$ cat config.mk
export PLATFORM = sky130hd
export DESIGN_NAME = pattern_mem_ctrl
export DESIGN_NICKNAME = d
export VERILOG_FILES = /design/src/rtl/pattern_mem_pkg.sv /design/src/rtl/ctrl_edge_detect.sv /design/src/rtl/pattern_mem_ctrl.sv
export SDC_FILE = /design/constraint.sdc
export NUM_CORES = 2
export LEC_CHECK = 0
export BUFFER_PORTS_ARGS = -buffer_cell sky130_fd_sc_hd__buf_2
export CORE_UTILIZATION = 50
export DETAILED_ROUTE_END_ITERATION = 10
export GPL_ROUTABILITY_DRIVEN = 1
export PLACE_DENSITY = 0.74
export SLEW_MARGIN = 20
export SYNTH_ARGS = -nofsm -noshare
export SYNTH_HDL_FRONTEND = slang
export SYNTH_SLANG_ARGS = --single-unit
export TNS_END_PERCENT = 1
$ cat constraint.sdc
create_clock -name clk -period 3.5 [get_ports clk]
set_input_delay 0.35 -clock clk [delete_from_list [all_inputs] [get_ports clk]]
set_output_delay 0.35 -clock clk [all_outputs]
set_load 0.05 [all_outputs]
$ cat src/rtl/pattern_mem_pkg.sv
// Shared definitions for the per-channel pattern memory controller.
// Holds the control-byte bit indices (shared with the GPIO op decoder) and the FSM encoding.
// Optional feature macro: PATTERN_MEM_SYNC_EN (see ctrl_edge_detect).
package pattern_mem_pkg;

    localparam int unsigned CTRL_W         = 8;
    localparam int unsigned CTRL_WR        = 0;
    localparam int unsigned CTRL_SET_ADDR  = 1;
    localparam int unsigned CTRL_NEXT_ADDR = 2;
    localparam int unsigned CTRL_PLAY_EN   = 3;
    localparam int unsigned CTRL_WEN       = 4;
    localparam int unsigned CTRL_MODE      = 5;
    localparam int unsigned CTRL_DIN       = 6;
    localparam int unsigned CTRL_DOUT_EN   = 7;

    typedef enum logic [1:0] {
        ST_IDLE = 2'd0,
        ST_PLAY = 2'd1,
        ST_DONE = 2'd2
    } state_e;

endpackage

$ cat src/rtl/ctrl_edge_detect.sv
// Control-byte front end: optional 2-FF synchronizer, then rising-edge pulses for
// wr / set_addr / next_addr and pass-through of the level-type control bits.
// Macro: PATTERN_MEM_SYNC_EN adds the synchronizer (2 extra cycles of latency).
// Ports:
//   clk, rst_n        clock, async active-low reset
//   ctrl              packed control byte from the op decoder
//   *_ev_c            single-cycle events on a 0->1 transition (combinational)
//   *_c (levels)      control levels after the optional sync stage (combinational)
module ctrl_edge_detect
    import pattern_mem_pkg::*;
(
    input  logic              clk,
    input  logic              rst_n,
    input  logic [CTRL_W-1:0] ctrl,
    output logic              wr_ev_c,
    output logic              set_addr_ev_c,
    output logic              next_addr_ev_c,
    output logic              play_en_c,
    output logic              wen_c,
    output logic              mode_c,
    output logic              din_c,
    output logic              dout_en_c
);

    logic [CTRL_W-1:0] ctrl_s;
    logic [2:0]        evt_q;

`ifdef PATTERN_MEM_SYNC_EN
    logic [CTRL_W-1:0] sync_q1;
    logic [CTRL_W-1:0] sync_q2;

    // Two-flop synchronizer for an asynchronous control source.
    always_ff @(posedge clk or negedge rst_n) begin
        if (!rst_n) begin
            sync_q1 <= '0;
            sync_q2 <= '0;
        end else begin
            sync_q1 <= ctrl;
            sync_q2 <= sync_q1;
        end
    end
    assign ctrl_s = sync_q2;
`else
    assign ctrl_s = ctrl;
`endif

    // Previous value of the edge-type bits.
    always_ff @(posedge clk or negedge rst_n) begin
        if (!rst_n) begin
            evt_q <= '0;
        end else begin
            evt_q <= {ctrl_s[CTRL_NEXT_ADDR], ctrl_s[CTRL_SET_ADDR], ctrl_s[CTRL_WR]};
        end
    end

    assign wr_ev_c        = ctrl_s[CTRL_WR]        & ~evt_q[0];
    assign set_addr_ev_c  = ctrl_s[CTRL_SET_ADDR]  & ~evt_q[1];
    assign next_addr_ev_c = ctrl_s[CTRL_NEXT_ADDR] & ~evt_q[2];

    assign play_en_c = ctrl_s[CTRL_PLAY_EN];
    assign wen_c     = ctrl_s[CTRL_WEN];
    assign mode_c    = ctrl_s[CTRL_MODE];
    assign din_c     = ctrl_s[CTRL_DIN];
    assign dout_en_c = ctrl_s[CTRL_DOUT_EN];

endmodule

$ cat src/rtl/pattern_mem_ctrl.sv
// Per-channel pattern memory controller: records 1-bit samples into an internal
// memory and plays them back as a serial stream, one-shot or looping.
// Macro: PATTERN_MEM_SYNC_EN synchronizes ctrl before use.
// Ports:
//   clk, rst_n    clock, async active-low reset
//   ctrl          {dout_en,din,mode,wen,play_en,next_addr,set_addr,wr}
//   pattern_out   playback bit gated by dout_en
//   playing       FSM in PLAY
//   done          one-shot playback finished
//   cur_addr      write/edit pointer
//   length        number of valid entries (high-water mark)
module pattern_mem_ctrl
    import pattern_mem_pkg::*;
#(
    parameter int unsigned DEPTH   = 1024,
    parameter int unsigned ADDR_W  = $clog2(DEPTH),
    parameter int unsigned CLK_DIV = 1
) (
    input  logic              clk,
    input  logic              rst_n,
    input  logic [CTRL_W-1:0] ctrl,
    output logic              pattern_out,
    output logic              playing,
    output logic              done,
    output logic [ADDR_W-1:0] cur_addr,
    output logic [ADDR_W:0]   length
);

    localparam int unsigned LEN_W    = ADDR_W + 1;
    localparam int unsigned DIV_W    = (CLK_DIV > 1) ? $clog2(CLK_DIV) : 1;
    localparam logic [DIV_W-1:0] DIV_LAST = DIV_W'(CLK_DIV - 1);

    logic wr_ev, set_addr_ev, next_addr_ev;
    logic play_en, wen, mode, din, dout_en;

    state_e            state;
    logic [ADDR_W-1:0] ptr;
    logic [DIV_W-1:0]  div_cnt;
    logic              loop_q;
    logic              mem [DEPTH];

    ctrl_edge_detect u_edge (
        .clk            (clk),
        .rst_n          (rst_n),
        .ctrl           (ctrl),
        .wr_ev_c        (wr_ev),
        .set_addr_ev_c  (set_addr_ev),
        .next_addr_ev_c (next_addr_ev),
        .play_en_c      (play_en),
        .wen_c          (wen),
        .mode_c         (mode),
        .din_c          (din),
        .dout_en_c      (dout_en)
    );

    // Pattern storage; edits are only accepted while idle.
    always_ff @(posedge clk) begin
        if (state == ST_IDLE && wr_ev && wen) begin
            mem[cur_addr] <= din;
        end
    end

    // Control FSM, pointers and registered outputs.
    always_ff @(posedge clk or negedge rst_n) begin
        if (!rst_n) begin
            state       <= ST_IDLE;
            pattern_out <= 1'b0;
            playing     <= 1'b0;
            done        <= 1'b0;
            cur_addr    <= '0;
            length      <= '0;
            ptr         <= '0;
            div_cnt     <= '0;
            loop_q      <= 1'b0;
        end else begin
            case (state)
                ST_IDLE: begin
                    pattern_out <= 1'b0;
                    // wr sees cur_addr before this cycle's pointer update
                    if (wr_ev && wen && (LEN_W'(cur_addr) >= length)) begin
                        length <= LEN_W'(cur_addr) + LEN_W'(1);
                    end
                    if (set_addr_ev) begin
                        cur_addr <= '0;
                        if (wen) begin
                            length <= '0;
                        end
                    end else if (next_addr_ev) begin
                        cur_addr <= cur_addr + ADDR_W'(1);
                    end
                    if (play_en) begin
                        if (length != '0) begin
                            state   <= ST_PLAY;
                            playing <= 1'b1;
                            loop_q  <= mode;
                            ptr     <= '0;
                            div_cnt <= '0;
                        end else begin
                            state <= ST_DONE;
                            done  <= 1'b1;
                        end
                    end
                end
                ST_PLAY: begin
                    if (!play_en) begin
                        state       <= ST_IDLE;
                        playing     <= 1'b0;
                        pattern_out <= 1'b0;
                    end else begin
                        pattern_out <= mem[ptr] & dout_en;
                        if (div_cnt == DIV_LAST) begin
                            div_cnt <= '0;
                            if (LEN_W'(ptr) == length - LEN_W'(1)) begin
                                ptr <= '0;
                                if (!loop_q) begin
                                    state   <= ST_DONE;
                                    playing <= 1'b0;
                                    done    <= 1'b1;
                                end
                            end else begin
                                ptr <= ptr + ADDR_W'(1);
                            end
                        end else begin
                            div_cnt <= div_cnt + DIV_W'(1);
                        end
                    end
                end
                ST_DONE: begin
                    pattern_out <= 1'b0;
                    if (!play_en) begin
                        state <= ST_IDLE;
                        done  <= 1'b0;
                    end
                end
                default: begin
                    state <= ST_IDLE;
                end
            endcase
        end
    end

endmodule

==> summary.md <==
| Metric | Value |
|---|---|
| Area growth syn-to-layout | 12.5% |
| Overflow after GRT | 0 |
| Crit path DAT | between 3 and 4 ns |
| Worst Path Max Fanout | 25 |
| Initial antenna violation count | 1 |
| Die Wd | 308 µm |
| Startpoint types | register |
| Post-DR vias/cell | about 6.4 |
| Clock Tree Root | clkbuf_16 |
| Worst path cell trace | buf_4 -> mux4_2 -> mux2i_1 -> a22oi_1 -> a211oi_1 -> buf_4 -> o211ai_1 -> nand4_1 -> nand3_1 |
| Ant. Diodes | 0 |
| Critical path's slowest cell | dfrtp_4 |
| Max-slew headroom | about 33% |
| Ratio of cells with drive above 1 in the final layout | around a fifth |
| Clock buffer depth | 3 |
| Max-slew violation count | 0 |
| Mean Syn Cell Area | around 14 µm² |
| Initial DRT Pass Iterations | 8 |
| Clk sinks | about 1100 |
| Ys async rst share | about 3.8% |
| CTS H-tree lvls | 3 |
| IO buf count | 33 |
| Outcome | completed |
| DP Worst Slack | roughly 0.08 ns |
| Worst setup margin | 0.197 ns |
| Ys flop type | edfxtp_1 |
| CP Class | register to register |
| Nets@finish | between 3000 and 4000 |
| Setup TNS | 0 ns |
| Initial DRC Count | between 5000 and 6000 |
| Cell area after synthesis | roughly 47000 µm² |
| PwrDens | around 560 nW/µm² |
| Largest net degree at the start of global routing | approximately 130 |
| First-pass GRT wire length | between 150000 and 200000 µm |
| Final setup fails | 0 |
| Clk_lat worst skew | between 0.6 and 0.7 ns |
| WL final | between 100000 and 150000 µm |
| # Max-Cap Violations | 0 |
| Area of the multi-input gates | approximately 14000 µm² |
| Crit path required time | ~4.0 ns |
| Peak VDD IR | 0.420 mV |
| Row count | 111 |
| Vias in the first global route | 28600 |
| Gr usage total | 27.3% |
| Most frequent cells in the layout | 1046 x nor2_1, 1024 x edfxtp_1, 232 x mux4_2 |
| CTS tree | yes |
| Post-DP HPWL | roughly 75000 µm |
| Routed Antenna Nets | 0 |
| Crit end category | register |
| Wirelength per Cell | ~28 µm |
| Vias | 29900 |
| Syn Inst Count | 3326 |
| Netlist cell types | 65 |
| Synth Warn # | 0 |
| CORE AREA | approximately 92000 µm² |
| Leak pwr | 15.6 nW |
| Post-synthesis net count | between 3000 and 4000 |
| Ports | 34 |
| Layout Skew | 0.0435 ns |
| Hold Path Class | input port to register |
| CP peak stage delay | a little under 0.7 ns |
| Critical path's top delay family | compound AO/OA/AOI/OAI gates |
| F_max | approximately 0.30 GHz |
| Most common cell on crit path | buf_4 |
| Fillers | roughly 7000 |
| Final min period | 3.30 ns |
| Die area | between 90000 and 100000 µm² |
| Register area share after synthesis | 67.9% |
| Clk slew on worst S/H paths | roughly 0.060 ns |
| Final hold vios | 0 |
| Initial Util | between 50% and 60% |
| RSZ-0062 raised after global routing | no |
| CP Buf/Inv Count | 2 |
| #FFs+latches synth | 1064 |
| CTS buffer count | around 110 |
| Post-synth EDFFs | 1024 |
| Gpl congestion | roughly 0.91 |
| # DRC | 0 |
| Least-Margin Pin Slew | between 1 and 1.5 ns |
| Die span in y | 308 µm |
| Commonest non-fill, non-tap cell in the layout | nor2_1 |
| Register area | between 30000 and 40000 µm² |
| Crit share post-route | a little over nine tenths |
[registers in the layout (all words and copies together) (netlist names), named ones only]
signal / count
u_edge.evt_q: 3
pattern_out: 1
cur_addr: 10
ptr: 10
loop_q: 1
mem: 1024
state: 2
length: 2
playing: 1
done: 1
[layer usage]
layer  vias to the layer above  GRT usage, %  part of all wire, %
li1                      12300             -                    -
met1                     15100          38.0                   37
met2                      2100          43.0                   46
met3                       388          4.97                   13
met4                         2          10.8                  4.2
met5                         -             0                0.010
[final timing paths]
| kind | from | endpoint | slack, ns | cells past startpoint |
|---|---|---|---|---|
| max | ptr[2]$_DFFE_PN0P_ | pattern_out$_DFFE_PN0P_ | 0.20 | 9 |
| max in group asynchronous | rst_n | ptr[1]$_DFFE_PN0P_ | 2.36 | 2 |
| max reg2reg | ptr[2]$_DFFE_PN0P_ | pattern_out$_DFFE_PN0P_ | 0.20 | 9 |
| min in group asynchronous | rst_n | cur_addr[5]$_DFFE_PN0P_ | 0.36 | 2 |
| min | ctrl[4] | mem[767]$_DFFE_PP_ | 0.15 | 3 |
| min reg2reg | playing$_DFFE_PN0P_ | playing$_DFFE_PN0P_ | 0.56 | 2 |
[power by group]
| part | internal (W) | switching [W] |
|---|---|---|
| Combinational | 0.00200 | 0.00226 |
| Sequential | 0.0140 | 0.000164 |
| Clock | 0.00606 | 0.00487 |
[worst register-to-register path, delay by kind of cell, from the launching register on]
family                 cells  cell delay [ns]
buffers and inverters      2             0.68
AOI/OAI and AO/OA          3             0.77
DFF                        1             0.68
and+or+nand+nor            2             0.31
muxes                      2             0.72
[stage by stage]
step	util [%]	std cells	total power (W)	area [µm²]	hold WS [ns]
final	57.1	4687	0.0294	52600	0.151
after global routing	57.1	4687	0.0301	52600	0.193
after CTS	57.1	4682	0.0294	52500	0.135
after detailed placement	53.4	4485	0.0186	49200	0.475
after global placement	53.4	4485	0.0186	49200	0.474
after floorplan	-	3326	0.0174	46700	0.0544
[cells by family after synthesis]
group / Yosys count / share of synthesized area, %
compound gates: 255 / 3.72
xor+xnor: 26 / 0.487
fa+ha+maj: 17 / 0.455
buf+inv: 337 / 3.08
flops: 1064 / 67.9
mux: 313 / 12.9
simple gates: 1314 / 11.4
[area by class of cell]
type | instances | area share (%)
clock inverters | 60 | 1.09
well taps | 1243 | 2.96
repair buffers | 248 | 4.24
flip-flops and latches | 1064 | 60.4
clock buffers | 131 | 5.18
inverters | 16 | 0.114
multi-input cells | 1925 | 26.0
[cells in the mapped netlist (16+ instances only)]
library cell | count | share of area, %
nor2_1 | 1047 | 8.4
edfxtp_1 | 1024 | 66
clkbuf_1 | 251 | 2.0
mux4_2 | 232 | 11
nand2_1 | 115 | 0.92
mux2i_1 | 70 | 1.5
a22oi_1 | 69 | 1.1
a21oi_1 | 52 | 0.56
dfrtp_1 | 40 | 2.1
buf_2 | 39 | 0.42
o21ai_0 | 37 | 0.40
nand3_1 | 30 | 0.32
nor3_1 | 21 | 0.22
a221oi_1 | 17 | 0.32
ha_1 | 17 | 0.45
buf_4 | 16 | 0.26
xnor2_1 | 16 | 0.30
[what timing repair did]
action                     in CTS  in global routing
gates resized for setup         0                  0
setup endpoints to repair       0                  1
hold buffers                    6                  0
buffers inserted                0                  5
hold endpoints to repair       45                  0
No activity file was read; power rests on OpenSTA's default activity.
